### src/rtl/psum_sram_reader_if.sv
// Bus bundle for psum_sram_reader: SRAM read-port pins plus the valid/ready output stream.
// The reader drives it through the master modport; the SRAM and the sink use the slave modport.
interface psum_sram_reader_if #(
    parameter int col     = 8,
    parameter int psum_bw = 16,
    parameter int aw      = 10
) ();
    logic                   sram_cen;
    logic                   sram_wen;
    logic [aw-1:0]          sram_a;
    logic [col*psum_bw-1:0] sram_q;
    logic                   out_valid;
    logic                   out_ready;
    logic [col*psum_bw-1:0] out_data;
    logic                   out_last;

    modport master (
        output sram_cen, sram_wen, sram_a,
        input  sram_q,
        output out_valid, out_data, out_last,
        input  out_ready
    );

    modport slave (
        input  sram_cen, sram_wen, sram_a,
        output sram_q,
        input  out_valid, out_data, out_last,
        output out_ready
    );
endinterface

### src/rtl/psum_sram_reader.sv
// Walks a contiguous psum SRAM range and streams each word out over valid/ready.
// Optional macro PSUM_RELU_EN zeroes every negative psum lane on the output side.
module psum_sram_reader #(
    parameter int col     = 8,
    parameter int psum_bw = 16,
    parameter int aw      = 10
) (
    input  logic               clk,
    input  logic               reset,
    input  logic               start,
    input  logic [aw-1:0]      base_addr,
    input  logic [aw:0]        count,
    output logic               busy,
    output logic               done,
    psum_sram_reader_if.master bus
);
    localparam int W = col * psum_bw;
    localparam logic [aw:0]   LEFT_ONE = {{aw{1'b0}}, 1'b1};
    localparam logic [aw-1:0] ADDR_ONE = {{(aw-1){1'b0}}, 1'b1};

    typedef enum logic [1:0] {IDLE, ISSUE, DRAIN} state_t;

    state_t        state_q, state_d;
    logic [aw-1:0] addr_q, addr_d;
    logic [aw-1:0] last_a_q, last_a_d;
    logic [aw:0]   left_q, left_d;
    logic          in_flight_q, in_flight_d;
    logic          in_flight_last_q, in_flight_last_d;
    logic          zero_done_q, zero_done_d;
    logic [W-1:0]  buf_data_q [2];
    logic [W-1:0]  buf_data_d [2];
    logic [1:0]    buf_last_q, buf_last_d;
    logic          rd_ptr_q, rd_ptr_d;
    logic          wr_ptr_q, wr_ptr_d;
    logic [1:0]    occ_q, occ_d;

    logic          issue;
    logic          pop;
    logic          capture;
    logic          drain_done;
    logic [1:0]    pending;
    logic [W-1:0]  head_data;

    always_comb begin
        pop        = (occ_q != 2'd0) && bus.out_ready;
        capture    = in_flight_q;
        pending    = occ_q + {1'b0, in_flight_q};
        // Buffered plus in-flight words never exceed the two buffer slots.
        issue      = (state_q == ISSUE) &&
                     ((pending < 2'd2) || ((pending == 2'd2) && pop));
        drain_done = (state_q == DRAIN) && (occ_q == 2'd0) && !in_flight_q;

        state_d          = state_q;
        addr_d           = addr_q;
        last_a_d         = last_a_q;
        left_d           = left_q;
        zero_done_d      = 1'b0;
        in_flight_d      = issue;
        in_flight_last_d = issue && (left_q == LEFT_ONE);
        buf_data_d       = buf_data_q;
        buf_last_d       = buf_last_q;
        rd_ptr_d         = rd_ptr_q;
        wr_ptr_d         = wr_ptr_q;

        case (state_q)
            IDLE: begin
                if (start) begin
                    if (count == '0) begin
                        zero_done_d = 1'b1;
                    end else begin
                        state_d = ISSUE;
                        addr_d  = base_addr;
                        left_d  = count;
                    end
                end
            end
            ISSUE: begin
                if (issue && (left_q == LEFT_ONE)) begin
                    state_d = DRAIN;
                end
            end
            DRAIN: begin
                if (drain_done) begin
                    state_d = IDLE;
                end
            end
            default: state_d = IDLE;
        endcase

        if (issue) begin
            addr_d   = addr_q + ADDR_ONE;
            last_a_d = addr_q;
            left_d   = left_q - LEFT_ONE;
        end

        if (capture) begin
            buf_data_d[wr_ptr_q] = bus.sram_q;
            buf_last_d[wr_ptr_q] = in_flight_last_q;
            wr_ptr_d             = ~wr_ptr_q;
        end
        if (pop) begin
            rd_ptr_d = ~rd_ptr_q;
        end
        occ_d = occ_q + {1'b0, capture} - {1'b0, pop};
    end

    always_ff @(posedge clk or posedge reset) begin
        if (reset) begin
            state_q          <= IDLE;
            addr_q           <= '0;
            last_a_q         <= '0;
            left_q           <= '0;
            in_flight_q      <= 1'b0;
            in_flight_last_q <= 1'b0;
            zero_done_q      <= 1'b0;
            buf_data_q[0]    <= '0;
            buf_data_q[1]    <= '0;
            buf_last_q       <= '0;
            rd_ptr_q         <= 1'b0;
            wr_ptr_q         <= 1'b0;
            occ_q            <= '0;
        end else begin
            state_q          <= state_d;
            addr_q           <= addr_d;
            last_a_q         <= last_a_d;
            left_q           <= left_d;
            in_flight_q      <= in_flight_d;
            in_flight_last_q <= in_flight_last_d;
            zero_done_q      <= zero_done_d;
            buf_data_q[0]    <= buf_data_d[0];
            buf_data_q[1]    <= buf_data_d[1];
            buf_last_q       <= buf_last_d;
            rd_ptr_q         <= rd_ptr_d;
            wr_ptr_q         <= wr_ptr_d;
            occ_q            <= occ_d;
        end
    end

    assign busy          = (state_q != IDLE);
    assign done          = zero_done_q | drain_done;
    assign bus.sram_cen  = ~issue;
    assign bus.sram_wen  = 1'b1;
    // The address pins keep showing the last issued address between reads.
    assign bus.sram_a    = issue ? addr_q : last_a_q;
    assign bus.out_valid = (occ_q != 2'd0);
    assign bus.out_last  = bus.out_valid & buf_last_q[rd_ptr_q];
    assign head_data     = bus.out_valid ? buf_data_q[rd_ptr_q] : '0;

`ifdef PSUM_RELU_EN
    logic [W-1:0] relu_data;

    always_comb begin
        relu_data = head_data;
        for (int l = 0; l < col; l++) begin
            if (head_data[l*psum_bw + psum_bw - 1]) begin
                relu_data[l*psum_bw +: psum_bw] = '0;
            end
        end
    end

    assign bus.out_data = relu_data;
`else
    assign bus.out_data = head_data;
`endif

endmodule
### src/flat_wrapper.sv
// flat-port wrapper written by rule: the top's interface ports become plain ports
module psum_sram_reader_flat 
#(
    parameter int col     = 8,
    parameter int psum_bw = 16,
    parameter int aw      = 10
)
  (clk, reset, start, base_addr, count, busy, done, bus_sram_cen, bus_sram_wen, bus_sram_a, bus_sram_q, bus_out_valid, bus_out_data, bus_out_last, bus_out_ready);
  psum_sram_reader_if #(.col(col), .psum_bw(psum_bw), .aw(aw)) bus_i ();
  input  logic clk;
  input  logic reset;
  input  logic start;
  input  logic [aw-1:0] base_addr;
  input  logic [aw:0] count;
  output logic busy;
  output logic done;
  output wire logic [$bits(bus_i.sram_cen)-1:0] bus_sram_cen;
  output wire logic [$bits(bus_i.sram_wen)-1:0] bus_sram_wen;
  output wire logic [$bits(bus_i.sram_a)-1:0] bus_sram_a;
  input wire logic [$bits(bus_i.sram_q)-1:0] bus_sram_q;
  output wire logic [$bits(bus_i.out_valid)-1:0] bus_out_valid;
  output wire logic [$bits(bus_i.out_data)-1:0] bus_out_data;
  output wire logic [$bits(bus_i.out_last)-1:0] bus_out_last;
  input wire logic [$bits(bus_i.out_ready)-1:0] bus_out_ready;
  assign bus_sram_cen = bus_i.sram_cen;
  assign bus_sram_wen = bus_i.sram_wen;
  assign bus_sram_a = bus_i.sram_a;
  assign bus_i.sram_q = bus_sram_q;
  assign bus_out_valid = bus_i.out_valid;
  assign bus_out_data = bus_i.out_data;
  assign bus_out_last = bus_i.out_last;
  assign bus_i.out_ready = bus_out_ready;
  psum_sram_reader #(.col(col), .psum_bw(psum_bw), .aw(aw)) u_core (.clk(clk), .reset(reset), .start(start), .base_addr(base_addr), .count(count), .busy(busy), .done(done), .bus(bus_i));
endmodule
### config.mk
export PLATFORM = sky130hd
export DESIGN_NAME = psum_sram_reader_flat
export DESIGN_NICKNAME = d
export VERILOG_FILES = /design/src/rtl/psum_sram_reader_if.sv /design/src/rtl/psum_sram_reader.sv /design/src/flat_wrapper.sv
export SDC_FILE = /design/constraint.sdc
export NUM_CORES = 1
export LEC_CHECK = 0
export CAP_MARGIN = 20
export CORE_MARGIN = 1.5
export CORE_UTILIZATION = 51
export CTS_CLUSTER_DIAMETER = 100
export DETAILED_ROUTE_END_ITERATION = 10
export GPL_ROUTABILITY_DRIVEN = 0
export GPL_TIMING_DRIVEN = 0
export HOLD_SLACK_MARGIN = 0.1
export PLACE_DENSITY = 0.91
export SYNTH_ARGS = -nofsm -noshare
export SYNTH_HDL_FRONTEND = slang
export SYNTH_SLANG_ARGS = --single-unit
### constraint.sdc
create_clock -name clk -period 11.1 [get_ports clk]
set_input_delay 1.11 -clock clk [delete_from_list [all_inputs] [get_ports clk]]
set_output_delay 1.11 -clock clk [all_outputs]
set_load 0.01 [all_outputs]
==> results of run 1 <==
critical path: stages:
cell,delay (ns)
clkdlybuf4s50_1,0.47
nand2b_1,0.08
a221o_1,0.35
inv_1,0.19
buf_2,0.25
buf_2,0.23
nand2_1,0.08
nand2_1,0.11
clkdlybuf4s50_1,0.54
cell usage after synthesis, drive strengths merged, types with 4 or more instances:
| master | count |
|---|---|
| nor2 | 150 |
| a221o | 5 |
| ha | 5 |
| a21oi | 9 |
| o21ai | 5 |
| nand3 | 7 |
| inv | 11 |
| nand2 | 40 |
| a211oi | 5 |
| nor3 | 11 |
| mux2i | 129 |
| clkbuf | 33 |
| or3 | 4 |
| dfrtp | 298 |
| a311oi | 5 |
| xor2 | 4 |
| buf | 36 |
| mux2 | 258 |
routing by layer:
metal	global-route usage [%]	routed length [um]	up-vias
li1	-	-	4355
met1	30.3	13600	4821
met2	43.4	17600	284
met3	3.72	1590	96
met4	10.4	1440	0
met5	0	0	-
how the worst max path moves through the flow:
stage          slack (ns)  cells after the start           from                to
2_1_floorplan        1.76                      1          reset  u_core.addr_q[0]
3_5_place_dp         6.61                      9  bus_out_ready     bus_sram_a[5]
4_1_cts              6.57                      9  bus_out_ready     bus_sram_a[5]
6_report             6.59                      9  bus_out_ready     bus_sram_a[4]
5_1_grt              6.42                      9  bus_out_ready     bus_sram_a[2]
3_3_place_gp        -1.43                      2          reset  u_core.left_q[4]
flip-flops by register name, indices dropped and copies added, names as in the netlist:
| register | count |
|---|---|
| u_core.wr_ptr_q | 1 |
| u_core.buf_data_q | 256 |
| u_core.zero_done_q | 1 |
| u_core.state_q | 2 |
| u_core.left_q | 11 |
| u_core.buf_last_q | 2 |
| u_core.in_flight_last_q | 1 |
| u_core.addr_q | 10 |
| u_core.occ_q | 2 |
| u_core.rd_ptr_q | 1 |
| u_core.capture | 1 |
| u_core.last_a_q | 10 |
stage by stage:
step / cell area (um^2) / setup WS, ns / TNS (ns) / cells
after global routing: 18000 / 6.42 / 0 / 1748
final: 18000 / 6.59 / 0 / 1748
after floorplan: 13500 / 1.76 / 0 / 1057
after global placement: 16800 / -1.43 / -418.66 / 1687
after detailed placement: 16900 / 6.61 / 0 / 1689
after CTS: 18000 / 6.57 / 0 / 1746
power breakdown:
| part | total (mW) | internal (mW) | switching (mW) |
|---|---|---|---|
| clock | 1.14 | 0.718 | 0.418 |
| sequential | 1.96 | 1.65 | 0.308 |
| combinational | 3.36 | 1.81 | 1.55 |
| total | 6.46 | 4.18 | 2.28 |
cell families after synthesis:
| group | Yosys count | share of synthesized area (%) |
|---|---|---|
| AO/OA/AOI/OAI | 43 | 2.45 |
| other | 1 | 0.0279 |
| buffers and inverters | 80 | 2.57 |
| XOR/XNOR | 4 | 0.260 |
| multiplexers | 387 | 31.2 |
| adder cells (fa/ha/maj) | 5 | 0.465 |
| flip-flops | 298 | 55.4 |
| AND/OR/NAND/NOR | 239 | 7.62 |
placed cells by master (no fill, tap or decap), drive strengths merged, types with 4 or more instances in the layout:
cell           instances
clkinv                 4
a221o                  5
nand3                  7
a211oi                 5
or3                    4
bufinv                 5
mux2                 258
buf                   38
ha                     5
xor2                   4
clkbuf                81
a311oi                 5
nor3                  11
nor2                 150
dfrtp                298
mux2i                129
nand2                 40
a21oi                  9
o21ai                  5
clkdlybuf4s50        295
inv                   11
final cells by class:
type / count / area, um^2
Clock buffer: 48 / 980
Clock inverter: 9 / 174
Inverter: 11 / 48.8
Fill cell: 1793 / 7940
Multi-Input combinational cell: 679 / 5650
Buffer: 69 / 304
Tap cell: 335 / 419
Sequential cell: 298 / 7460
Antenna cell: 2 / 5.00
Timing Repair Buffer: 297 / 3010
==> reports/qor.yml, run 1 <==
die:
  boundaryPins: 297
  rows: 59
  core_area_um2: 26000
  initial_utilization_pct: 51.8
  die_h_um: 165
  dieWidth_um: 165
  dieArea_um2: 27400
worst_hold_path:
  hold_path_class: "flip-flop to flip-flop"
  whs_endpoint: "u_core.last_a_q[1]"
  hold_path_startpoint: "u_core.last_a_q[1]"
  worstHoldPathCells: 2
detailed_routing:
  avgRoutedWirePerCell_um: 19.6
  vias: 9556
  drcViolationCount: 0
  vias_per_cell: 5.47
  detail-route-antenna-nets: 0
  dr.first_iter.drc_count: 491
  wirelength_um: 34300
  dr.pass1.iters: 4
synthesis:
  synth_edf_count: 0
  synth_cell_types: 51
  yosysTopAreaCell: "dfrtp_1"
  syn_nets: 1215
  yosysTopAreaCellShare_pct: 55.4
  synth-seq-cells: 298
  synth_async_sr_flop_share_pct: 100
  ys_top_cells_by_area: "dfrtp_1 55%, mux2_2 22%, mux2i_1 9.6%"
  seq_area_frac_synth_pct: 55.4
  yosysWarningCount: 0
  synthCells: 1057
  yosys_most_used_dff: "dfrtp_1"
  synthesis.area_um2: 13500
  avgSynthCellArea_um2: 12.7
sta:
  rsz0062_at_grt: "no"
  maxSlewViolCount: 0
  setup-violations-final: 0
  whs_ns: 0.479
  finalHoldViolations: 0
  fin_worst_skew_ns: 0.0138
  finalCritPeriodShare_pct: 40.7
  slew_headroom_pct: 41.2
  worst_slew_pin_slew_ns: 0.882
  fmax_ghz: 0.222
  fin_crit_ns: 4.51
grt:
  antenna_found_initial: 3
  grt_pass1_wl_um: 52700
  grt_use_total_pct: 24.7
  grt_pass1_vias: 10100
  grt-ovfl-total: 0
  grt_max_degree: 106
clock_tree:
  clk_pin_slew_ns: 0.06
  cts_setup_buffers: 0
  htreeDepth: 1
  post_cts_resized: 0
  cts_buffers: 31
  cts_tree: "done"
  postCtsHoldBufs: 0
  clock_sinks: 298
  cts_root_buf: "clkbuf_16"
  clock_path_buffers: 3
  clkLatencyLatePin_ns: 0.54
worst_setup_path:
  path_class: "primary input to output pin"
  rr_endpoint: "u_core.buf_data_q[30]"
  reg2regPathDepth: 4
  crit_path_start_kind: "primary input"
  path_max_fanout: 10
  cp-end-kind: "output pin"
  reg2reg_from: "u_core.capture"
  crit_required_ns: 9.99
  arrival_ns: 3.40
  regToRegSetupSlack_ns: 8.76
final_layout:
  layout-drive-gt1-share_pct: 25.5
  fin_nets: 1545
  area_growth_pct: 34.1
  utilization_pct: 69.5
job:
  drv_cap: 0
power_and_ir_drop:
  p_leak_nw: 7.91
  finalPower_mw: 6.46
  vdd_drop_max_mv: 0.247
  power.density_nw_per_um2: 358
place:
  place_hpwl_um: 23800
  port_buffers: 295
run_status:
  status: "finished, final reports clean"
Note: power is estimated with default switching activity, not from simulation.
==> inputs of run 2 (changes only) <==
- clock period: 11.1 -> 4.3 ns (I/O delays scaled with it)
==> reports/qor.yml, run 2 (synthesis gave the netlist of run 1 again) <==
power_and_ir_drop:
  p_leak_nw: 7.88  # -0.28%
  vdd_drop_max_mv: 0.799  # +220%
  finalPower_mw: 16.4  # +150%
  p_int_mw: 10.5  # +150%
  clkPwrFrac_pct: 16.3  # -1.3 points
  p_seq_share_pct: 30.8  # +0.5 points
  swShare_pct: 35.8  # +0.48 points
  power.density_nw_per_um2: 909  # +150%
  pwr-share-comb_pct: 52.8  # +0.7 points
  power.switching_mw: 5.86  # +160%
job:
  drv_cap: 0  # unchanged
worst_setup_path:
  path_class: "flip-flop to output pin"
  regToRegSetupSlack_ns: 1.91  # -6.85 ns
  arrival_ns: 3.27  # -0.13 ns
  reg2reg_from: "u_core.capture"
  cpPeakStageDelay_ns: 0.71  # +0.17 ns
  crit_path_start_kind: "flip-flop"
  reg2regPathDepth: 4  # unchanged
  cp-end-kind: "output pin"
  path_max_fanout: 10  # unchanged
  crit_required_ns: 3.87  # -6.12 ns
  startpoint: "u_core.occ_q[1]"
  cp_cell_sequence: "nor2_1 -> clkbuf_1 -> clkbuf_1 -> nor2_1 -> clkdlybuf4s50_1"
  rr_endpoint: "u_core.buf_data_q[37]"
  crit_slowest_cell: "clkbuf_1"
place:
  place_hpwl_um: 23900  # +0.22%
  port_buffers: 295  # unchanged
  place_inst: 1695  # +0.36%
  detailedPlace.worstSlack_ns: 1.12  # -5.49 ns
worst_hold_path:
  hold_path_class: "primary input to asynchronous set/reset pin"
detailed_routing:
  detail-route-antenna-nets: 0  # unchanged
  dr.pass1.iters: 5  # +1
  vias_per_cell: 5.47  # +0.13%
  wirelength_um: 33900  # -1.2%
  vias: 9585  # +0.30%
  avgRoutedWirePerCell_um: 19.3  # -1.4%
  drcViolationCount: 0  # unchanged
  dr.first_iter.drc_count: 491  # unchanged
sta:
  fin_crit_ns: 3.70
  fmax_ghz: 0.270
  slew_headroom_pct: 42.3  # +1.2 points
  final.setup.tns_ns: 0  # unchanged
  finalHoldViolations: 0  # unchanged
  maxSlewViolCount: 0  # unchanged
  fin_worst_skew_ns: 0.0113  # -0.00249 ns
  worst_slew_pin_slew_ns: 0.865  # -0.0173 ns
  setup-violations-final: 0  # unchanged
  setup_ws_ns: 0.597  # -5.99 ns
  whs_ns: 0.316  # -0.162 ns
  finalCritPeriodShare_pct: 86.1
  rsz0062_at_grt: "no"
clock_tree:
  clk_pin_slew_ns: 0.07  # about the same
  cts_tree: "done"
  htreeDepth: 1  # unchanged
  cts_root_buf: "clkbuf_16"
  clock_sinks: 298  # unchanged
  clock_path_buffers: 3  # unchanged
  cts_buffers: 31  # unchanged
  cts_setup_buffers: 0  # unchanged
  post_cts_resized: 0  # unchanged
  postCtsHoldBufs: 0  # unchanged
  clkLatencyLatePin_ns: 0.55  # about the same
final_layout:
  area_growth_pct: 33.9
  final_common_cell: "dfrtp_1"
  layout_common_cells: "298 x dfrtp_1, 295 x clkdlybuf4s50_1, 258 x mux2_2"
  largest_register: "u_core.buf_data_q"
  layout-drive-gt1-share_pct: 25.6  # +0.051 points
  finalNonFillerCells: 1751  # +0.17%
  antenna_cells: 0  # -2
  fin_nets: 1551  # +0.39%
  reg_top3: "u_core.buf_data_q: 256 flops, u_core.left_q: 11 flops"
  fillCellCount: 1820  # +1.5%
  largest_reg_flops: 256  # unchanged
die:
  initial_utilization_pct: 51.8  # unchanged
  dieWidth_um: 165  # unchanged
  die_h_um: 165  # unchanged
  dieArea_um2: 27400  # unchanged
  core_area_um2: 26000  # unchanged
  boundaryPins: 297  # unchanged
  rows: 59  # unchanged
grt:
  antenna_found_initial: 0  # -3
  grt_max_degree: 46  # -57%
  groute.layer.met2.usage_pct: 41.7  # -1.7 points
  grt_use_total_pct: 24.2  # -0.48 points
  grtUsageMet3_pct: 4.12  # +0.40 points
  grt_use_met1_pct: 29.7  # -0.53 points
  grt-ovfl-total: 0  # unchanged
  busiest_layer: "met2"
  grt_pass1_vias: 10000  # -0.52%
  grt_pass1_wl_um: 51800  # -1.7%
run_status:
  status: "finished, final reports clean"
## run 2: power groups by stage
stage                     combinational [mW]  clock, mW  sequential (mW)
after floorplan                         5.11          0             4.83
after global placement                  8.41          0             4.95
after detailed placement                8.63          0             5.06
after CTS                               8.72       2.72             5.03
after global routing                    9.32       2.84             5.20
final                                   8.65       2.67             5.05
## run 2: through the flow
step	utilization (%)	instance area, um^2
2_1_floorplan	-	13500
3_3_place_gp	64.8	16800
3_5_place_dp	65.4	17000
4_1_cts	69.3	18000
5_1_grt	69.3	18000
6_report	69.3	18000
## run 2: final cells by class
cell class                 instances  area (um^2)  share of cell area [%]
clock inverter                    11          114                   0.632
buffer                            69          304                    1.69
multi-input combinational        679         5650                    31.4
clock buffer                      45          908                    5.04
tap                              335          419                    2.33
inverter                          11         45.0                   0.250
sequential                       298         7460                    41.4
timing repair buffer             303         3120                    17.3
## run 2: worst max path at each step
stage	to	slack (ns)	cells past startpoint
global route	bus_sram_a[7]	0.41	9
floorplan	u_core.addr_q[0]	-0.09	1
finish	bus_out_data[111]	0.60	5
CTS	bus_out_data[113]	0.53	5
detailed placement	bus_out_data[113]	1.12	5
global placement	u_core.left_q[3]	-1.96	2
## run 2: layer usage
metal	vias to the layer above	wire length, um
li1	4364	-
met2	334	16900
met4	0	1580
met5	-	0
met1	4790	13500
met3	97	1930
## run 2: worst max-delay path: cells and delay by family, from the launching register on
family	cells	cell delay [ns]
flip-flops	1	0.39
AND/OR/NAND/NOR	2	0.56
buffers and inverters	3	1.78
